`src/rtl/kim_fifo_pkg.sv`:
```
// -----------------------------------------------------------------------------
// kim_fifo_pkg
// Shared definitions for the kim FIFO datapath: the default payload width
// (common to kim_skid_buffer and kim_FIFO_wrapper) and the 2-bit skid buffer
// state encoding. The encoding is chosen so that the state value equals the
// number of held entries, which lets the occupancy output mirror the state.
// -----------------------------------------------------------------------------
package kim_fifo_pkg;

  localparam int FIFO_DATA_LENGTH_DEFAULT = 32;

  typedef enum logic [1:0] {
    ST_EMPTY = 2'd0,  // no entries held
    ST_BUSY  = 2'd1,  // one entry, in the output register
    ST_FULL  = 2'd2   // two entries, output register plus skid register
  } skid_state_t;

endpackage : kim_fifo_pkg

```
`src/rtl/kim_skid_buffer.sv`:
```
// -----------------------------------------------------------------------------
// kim_skid_buffer
// Two-entry, fully registered skid buffer placed in front of kim_FIFO_wrapper.
// Breaks the combinational ready path: s_ready, m_valid, m_data and occupancy
// all come straight from flops. One transfer per cycle, one cycle latency.
//
// Ports
//   clk        single clock, rising edge
//   rst        asynchronous active-low reset
//   flush      synchronous clear of both entries
//   s_valid    producer data valid
//   s_ready    buffer can accept (registered)
//   s_data     producer payload
//   m_valid    output entry valid (registered), to FIFO s_valid
//   m_ready    FIFO ready (FIFO s_ready)
//   m_data     output entry payload (registered)
//   occupancy  number of held entries, 0..2 (equals the state encoding)
//
// Handshake: a word moves on a rising edge when valid and ready are both high
// on that interface; valid, once high, holds with stable data until it is
// taken, and valid never depends combinationally on ready.
// -----------------------------------------------------------------------------
module kim_skid_buffer
  import kim_fifo_pkg::*;
#(
  parameter int FIFO_DATA_LENGTH = FIFO_DATA_LENGTH_DEFAULT
) (
  input  logic                        clk,
  input  logic                        rst,
  input  logic                        flush,
  input  logic                        s_valid,
  output logic                        s_ready,
  input  logic [FIFO_DATA_LENGTH-1:0] s_data,
  output logic                        m_valid,
  input  logic                        m_ready,
  output logic [FIFO_DATA_LENGTH-1:0] m_data,
  output logic [1:0]                  occupancy
);

  skid_state_t                 state_q;
  skid_state_t                 next_state;
  logic [FIFO_DATA_LENGTH-1:0] out_q;
  logic [FIFO_DATA_LENGTH-1:0] out_d;
  logic [FIFO_DATA_LENGTH-1:0] skid_q;
  logic [FIFO_DATA_LENGTH-1:0] skid_d;
  logic                        s_ready_q;
  logic                        m_valid_q;
  logic [1:0]                  occ_q;

  logic s_hs;
  logic m_hs;

  // Handshakes use the registered flags, so nothing here feeds back
  // combinationally from m_ready to m_valid or from s_valid to s_ready.
  assign s_hs = s_valid & s_ready_q;
  assign m_hs = m_valid_q & m_ready;

  always_comb begin
    next_state = state_q;
    out_d      = out_q;
    skid_d     = skid_q;
    case (state_q)
      ST_EMPTY: begin
        if (s_hs) begin
          out_d      = s_data;
          next_state = ST_BUSY;
        end
      end
      ST_BUSY: begin
        if (s_hs && !m_hs) begin
          skid_d     = s_data;
          next_state = ST_FULL;
        end else if (!s_hs && m_hs) begin
          next_state = ST_EMPTY;
        end else if (s_hs && m_hs) begin
          out_d = s_data;
        end
      end
      ST_FULL: begin
        // s_ready is low in FULL, so only the drain side can move.
        if (m_hs) begin
          out_d      = skid_q;
          next_state = ST_BUSY;
        end
      end
      default: next_state = ST_EMPTY;
    endcase
    // Flush overrides everything: a word taken by m_hs this cycle still
    // counts as delivered, a word accepted by s_hs this cycle is dropped.
    if (flush) begin
      next_state = ST_EMPTY;
    end
  end

  always_ff @(posedge clk or negedge rst) begin
    if (!rst) begin
      state_q   <= ST_EMPTY;
      out_q     <= '0;
      skid_q    <= '0;
      s_ready_q <= 1'b0;
      m_valid_q <= 1'b0;
      occ_q     <= 2'd0;
    end else begin
      state_q   <= next_state;
      out_q     <= out_d;
      skid_q    <= skid_d;
      // Flags are precomputed from the next state so they leave a flop.
      s_ready_q <= (next_state != ST_FULL);
      m_valid_q <= (next_state != ST_EMPTY);
      occ_q     <= next_state;
    end
  end

  assign s_ready   = s_ready_q;
  assign m_valid   = m_valid_q;
  assign m_data    = out_q;
  assign occupancy = occ_q;

endmodule : kim_skid_buffer

```
`config.mk`:
```
export PLATFORM = sky130hd
export DESIGN_NAME = kim_skid_buffer
export DESIGN_NICKNAME = d
export VERILOG_FILES = /design/src/rtl/kim_fifo_pkg.sv /design/src/rtl/kim_skid_buffer.sv
export SDC_FILE = /design/constraint.sdc
export NUM_CORES = 1
export LEC_CHECK = 0
export CORE_MARGIN = 2
export CORE_UTILIZATION = 45
export CTS_CLUSTER_DIAMETER = 80
export DETAILED_ROUTE_END_ITERATION = 7
export HOLD_SLACK_MARGIN = 0.1
export PLACE_DENSITY = 0.8
export SLEW_MARGIN = 10
export SYNTH_ARGS = -nofsm -noshare
export SYNTH_HDL_FRONTEND = slang
export SYNTH_SLANG_ARGS = --single-unit
```
`constraint.sdc`:
```
create_clock -name clk -period 1.58 [get_ports clk]
set_clock_uncertainty 0.05 [all_clocks]
set_input_delay 0.316 -clock clk [delete_from_list [all_inputs] [get_ports clk]]
set_output_delay 0.316 -clock clk [all_outputs]
set_load 0.1 [all_outputs]
```
==> metrics.md <==
| Metric | Value |
|---|---|
| DRT Wirelength | `~7 mm` |
| Fin worst setup slack | `-0.122 ns` |
| EDFF count, synth | `0` |
| Syn avg cell area | `16.0 um2` |
| Placer Congestion | `just over 0.8` |
| Dominant cell by count in the synthesized netlist | `dfrtp_1` |
| Synthesized flop and latch total | `68` |
| Synthesized cell area | `0.00311 mm2` |
| Vias | `1971` |
| P&R area growth vs syn | `54.8%` |
| Top Ports | `73` |
| Async set-reset flop share out of synthesis | `1.00` |
| Slew Viols, Final | `0` |
| Vias per Instance | `5.21` |
| Reg power frac | `0.322` |
| Most used DFF post-synth | `dfrtp_1` |
| Crit path kind | `flop to flop` |
| Core area | `0.00672 mm2` |
| Die footprint | `0.00758 mm2` |
| Initial Util | `0.462` |
| Clk_lat worst skew | `between 0.3 and 0.4 ns` |
| Post-DP HPWL | `4.61 mm` |
| Worst Hold Class | `flop to flop` |
| Clock power frac | `0.150` |
| First-pass GRT wire length | `11.0 mm` |
| Int Power | `5.35 mW` |
| Area contributors post-synth | `dfrtp_1 (55%), mux2_2 (24%), mux2_4 (14%)` |
| Final hold violations | `0` |
| Sw Pwr | `about 4 mW` |
| Post-synth top cells | `dfrtp_1 (68), mux2_2 (66), mux2_4 (30)` |
| WL/cell | `approximately 19 um` |
| Synth Warn # | `0` |
| DR iter-0 viols | `84` |
| DRT antenna net count | `0` |
| Final Non-Filler Cells | `378` |
| Crit share post-route | `1.08` |
| Worst Setup Start Kind | `flop` |
| Final nets | `330` |
| Max clock buf depth | `2` |
| Proportion of layout cells with a drive suffix above 1 | `0.628` |
| Cell variety after synth | `22` |
| Die Y | `around 87 um` |
| TritonCTS clock tree | `done` |
| Unrepaired setup endpoints after global routing | `yes` |
| Sw Ratio | `0.428` |
| Cell Rows | `30` |
| Crit path max fanout | `15` |
| Final core utilization | `0.716` |
| Initial antenna violation count | `0` |
| # H-tree levels | `3` |
| Ant diodes | `0` |
| Post-layout minimum cycle time | `1.70 ns` |
| Post-route setup TNS | `-6.21 ns` |
| Sink Count | `a little under 70` |
| Horiz. Die Dim | `87.1 um` |
| GRT overflow | `0` |
| Power density cells | `1950 mW/mm2` |
| Outcome | `finished, violations left` |
| DP Cell Count | `355` |
| Port-buffer cells | `72` |
| Failing checks | `negative setup slack` |
| XOR/XNOR Fraction of Synth Area | `0` |
| Finish-stage setup viols | `66` |
| Worst-Margin Slew | `between 0.3 and 0.4 ns` |
| Leak | `2.15 nW` |
| FMAX | `587 MHz` |
| CTS root buffer | `clkbuf_8` |
| Synth Area in Simple Gates | `0.0217` |
| Tot GR Track Use | `0.191` |
| Max Cap Viol | `0` |
| Slew HR | `0.761` |
| Largest net degree at the start of global routing | `69` |
| Combinational Power Share | `0.528` |
| Clk slew on worst S/H paths | `0.08 ns` |
| Area leader, netlist | `dfrtp_1` |
| Critical Path End Type | `flop` |
| Drt drc | `0` |
| Post-Synthesis Net Count | `231` |
| Largest family of logic cells by synthesized area | `multiplexers` |
| Vias in the first global route | `approximately 2.2k` |
| CP arrival | `1.88 ns` |
| Synth Area in Compound Gates | `0.0209` |
| TritonCTS buffer count | `9` |
| Worst EP required | `1.76 ns` |
| Sequential fraction of the synthesis area | `0.548` |
| Worst VDD drop | `0.00122 V` |
| Mapped Cells | `194` |
| Pre-Repair DR Iteration Count | `4` |
| Adder-cell area share of the yosys netlist | `0` |
| Multiplexer area fraction after synthesis | `0.384` |
| Synth top area share | `0.548` |
-- repair_timing --
action,CTS,global route
hold buffers,1,0
buffers inserted,2,1
endpoints found under the hold margin,68,0
pin swaps,2,2
gates resized for setup,6,11
endpoints found under the setup margin,64,65
gates cloned,0,3
-- path summary, 6_finish.rpt --
check / slack (ns) / end / cells past startpoint / start
setup / recovery: -0.12 / m_data[3]$_DFFE_PN0P_ / 4 / m_valid$_DFF_PN0_
hold / removal: 0.45 / skid_q[15]$_DFFE_PN0P_ / 1 / skid_q[15]$_DFFE_PN0P_
setup reg to reg: -0.12 / m_data[3]$_DFFE_PN0P_ / 4 / m_valid$_DFF_PN0_
hold reg to reg: 0.45 / skid_q[15]$_DFFE_PN0P_ / 1 / skid_q[15]$_DFFE_PN0P_
max in group asynchronous: 0.69 / m_valid$_DFF_PN0_ / 3 / rst
min in group asynchronous: 0.47 / skid_q[26]$_DFFE_PN0P_ / 3 / rst
-- power by group through the flow --
stage / sequential, mW / combinational [mW] / clock, mW
after CTS: 3.01 / 4.89 / 1.42
after floorplan: 4.87 / 1.12 / 0
after global routing: 3.10 / 5.10 / 1.51
after global placement: 2.97 / 4.79 / 0
final: 3.02 / 4.94 / 1.40
after detailed placement: 3.02 / 4.86 / 0
-- stage by stage --
step	setup slack (ns)	area (um2)	hold WS [ns]	power, mW
global placement	-0.409	4450	0.312	7.76
global route	-0.153	4810	0.474	9.71
finish	-0.122	4810	0.455	9.35
CTS	-0.149	4690	0.459	9.32
floorplan	-0.248	3150	-0.0296	5.99
detailed placement	-0.451	4450	0.319	7.88
-- kinds of logic (layout without fill, tap and decap cells) --
kind of cell	Yosys count	after routing
compound gates	9	9
simple gates	10	10
buf+inv	11	115
flops	68	68
mux	96	96
-- worst max-delay path, cell delays in order (launching register included) --
cell and delay (ns):
dfrtp_4 0.51, and4_4 0.19, a211o_4 0.37, buf_12 0.18, mux2_4 0.30
-- per-layer routing --
layer,track usage,vias up,share of wire
li1,-,904,-
met1,0.252,1007,0.44
met3,0.0427,9,0.045
met4,0.0713,0,0.013
met2,0.309,51,0.50
met5,0,-,0
-- cells in the final DEF, fill, tap and decap left out --
| master | instances |
|---|---|
| a21oi_1 | 2 |
| buf_12 | 42 |
| buf_8 | 1 |
| and2_1 | 1 |
| clkbuf_8 | 9 |
| a21boi_2 | 1 |
| buf_2 | 1 |
| nor4bb_4 | 1 |
| a211o_4 | 1 |
| buf_6 | 4 |
| nand2b_2 | 1 |
| a221oi_1 | 1 |
| dlygate4sd3_1 | 1 |
| buf_4 | 12 |
| dfrtp_1 | 64 |
| a31oi_1 | 1 |
| and4b_1 | 1 |
| clkinv_2 | 4 |
| inv_1 | 1 |
| o21ai_0 | 1 |
| clkbuf_16 | 2 |
| mux2_2 | 63 |
| dfrtp_4 | 4 |
| o32ai_1 | 1 |
| or2_2 | 1 |
| and3b_2 | 1 |
| clkdlybuf4s50_1 | 35 |
| mux2_4 | 33 |
| and4_4 | 1 |
| nand2_2 | 1 |
| clkinv_4 | 2 |
| nand2_8 | 1 |
| bufinv_16 | 1 |
| nand2_1 | 1 |
| a221o_1 | 1 |
-- registers in the layout, indices dropped and copies added, names as in the netlist --
register / count
m_data: 32
skid_q: 32
occupancy: 2
m_valid: 1
s_ready: 1
-- layout make-up --
| cell class | count | area [um2] |
|---|---|---|
| timing repair buffer | 98 | 1410 |
| multi-input combinational | 115 | 1390 |
| clock buffer | 9 | 124 |
| sequential | 68 | 1720 |
| clock inverter | 7 | 67.6 |
| inverter | 1 | 3.75 |
| tap | 80 | 100 |
| fill | 419 | 1910 |
Note: power is estimated with default switching activity, not from simulation.
==> patch (same flow settings) <==
The package constant `FIFO_DATA_LENGTH_DEFAULT` goes from 32 to 64.
--- a/src/rtl/kim_fifo_pkg.sv
+++ b/src/rtl/kim_fifo_pkg.sv
@@ -9,3 +9,3 @@
 
-  localparam int FIFO_DATA_LENGTH_DEFAULT = 32;
+  localparam int FIFO_DATA_LENGTH_DEFAULT = 64;
 
Ports: changed (resized m_data and s_data); port bits go from 73 to 137. The function was not compared with the original's and may differ.
==> patch against the unedited design <==
  * The run still ends with negative setup slack left
  * Combinational power grew 110%
  * Via count increased by 91%
  * Synthesized cell count up 88%
  * Total power grew 110%
  * Routed wire length increased by 120%
  * Critical path depth is 2 higher
  * Sequential cell count increased by 64
  * Synthesized area is 92% higher
  * Cell area increased by 100%
  * First-iteration DRC count up 150%
  * Setup slack lost 0.12 ns
==> patch: results <==
outcome:
  outcome: "complete, but fails checks"
  violations: "negative setup slack"
critical_path:
  startpoint: "occupancy[1]"
  critPathSlowestCell: "dfrtp_4"
  r2r_cells: 6
  arrival_ns: 2.06
  rr_endpoint: "m_data[35]"
  path_max_fanout: 7
  cp_top_family: "multiplexers"
  endpoint: "m_data[35]"
sta:
  setup_violations: 131
  setup_slack_ns: -0.239
  timing.slew.headroom: 0.715
pwr:
  ir_drop_uv: 1290
  power_leakage_uw: 0.00462
  p_switching_uw: 8080
clocking:
  ctsHtreeMaxLevel: 4
  clock_latency_ns: 0.42
  clk_transition_reported_paths_ns: 0.06
  clock_path_buffers: 2
  cts_buffers: 17
  cts_root_buf: "clkbuf_16"
worst_hold_path:
  hold_path.class: "primary input to async pin"
drt:
  met1_length_um: 6460
  wl_met2_um: 8140
  routed-wl-met3_um: 740
  via_per_inst: 5.09
  drt_iter0_markers: 206
  wirelength_um: 15500
  dr.pass1.iters: 4
yosys:
  synth.area.top_cells: "dfrtp_1 55%, mux2_2 25%, mux2_4 15%"
  synth-warning-count: 0
  synth-seq-area-share: 0.553
  synthTopCellsByCount: "132 x dfrtp_1, 132 x mux2_2, 60 x mux2_4"
  syn_nets: 433
  synth_flop_cell: "dfrtp_1"
  synthMuxAreaShare: 0.399
  synth_area_per_cell_sq_um: 16.4
  ys_async_sr_fraction: 1.00
  synth_compound_area_frac: 0.0109
global_routing:
  grtUsageTotal: 0.220
  grt_pass1_wl_um: 24100
  first_global_vias: 4470
  grt_max_degree: 41
placed_design:
  gp_congestion: 0.793
  dp_hpwl_um: 9160
  port_buffers: 136
  placedCellCount: 684
cells_and_area:
  num-fill-cells: 743
  fin_cells: 740
  final_nets: 622
  drive_gt1_frac: 0.629
floorplanning:
  die_w_um: 119
## patch: cell types whose count changed in the layout (fill, tap and decap cells not counted), sizes merged
cell | before | now
mux2 | 96 | 192
clkbuf | 11 | 30
dfrtp | 68 | 132
bufinv | 1 | 2
buf | 60 | 117
clkinv | 6 | 3
clkdlybuf4s50 | 35 | 67
## patch: what timing repair did
| action | in CTS | in global routing |
|---|---|---|
| pin swaps | 0 | 2 |
| hold buffers | 1 | 0 |
| gates resized for setup | 57 | 47 |
| endpoints found under the setup margin | 132 | 134 |
| gates cloned | 6 | 5 |
| endpoints found under the hold margin | 21 | 0 |
| setup buffers | 18 | 4 |
## patch: through the flow
step | TNS, ns | utilization | worst slack [ns] | hold WS (ns) | instance area [sq um]
4_1_cts | -22.58 | 0.731 | -0.219 | 0.324 | 9560
3_5_place_dp | -65.05 | 0.648 | -0.610 | 0.227 | 8480
3_3_place_gp | -54.17 | 0.648 | -0.502 | 0.220 | 8480
2_1_floorplan | -27.01 | - | -0.298 | -0.0296 | 6100
5_1_grt | -29.35 | 0.749 | -0.280 | 0.341 | 9800
6_report | -24.39 | 0.749 | -0.239 | 0.326 | 9800
## patch: power by group through the flow
stage	Combinational [uW]	Clock, uW	Sequential (uW)
3_3_place_gp	9400	0	5810
6_report	10300	3770	5960
2_1_floorplan	2300	0	9520
3_5_place_dp	9550	0	5910
5_1_grt	10600	4000	6110
4_1_cts	10000	3820	5910
## patch: metal layers
| layer | GRT usage | up-vias |
|---|---|---|
| met1 | 0.262 | 1968 |
| met4 | 0.0625 | 0 |
| met5 | 0 | - |
| met3 | 0.0666 | 14 |
| li1 | - | 1692 |
| met2 | 0.386 | 96 |
## patch: cells by family after synthesis
family                 count (synthesis)
buffers and inverters                 21
DFF                                  132
muxes                                192
and+or+nand+nor                       10
AOI/OAI and AO/OA                      9
## patch: area by class of cell
| type | instances | area share |
|---|---|---|
| Tap cell | 176 | 0.0225 |
| Timing Repair Buffer | 190 | 0.291 |
| Inverter | 1 | 0.000383 |
| Clock inverter | 5 | 0.00766 |
| Multi-Input combinational cell | 211 | 0.291 |
| Sequential cell | 132 | 0.339 |
| Clock buffer | 25 | 0.0495 |
## patch: how the worst min path moves through the flow
stage | slack (ns) | cells after the start | end | start
5_1_grt | 0.34 | 2 | skid_q[8] | rst
4_1_cts | 0.32 | 2 | skid_q[3] | rst
6_report | 0.33 | 2 | skid_q[7] | rst
3_3_place_gp | 0.22 | 1 | skid_q[11] | rst
2_1_floorplan | -0.03 | 0 | m_data[0] | rst
3_5_place_dp | 0.23 | 1 | skid_q[3] | rst
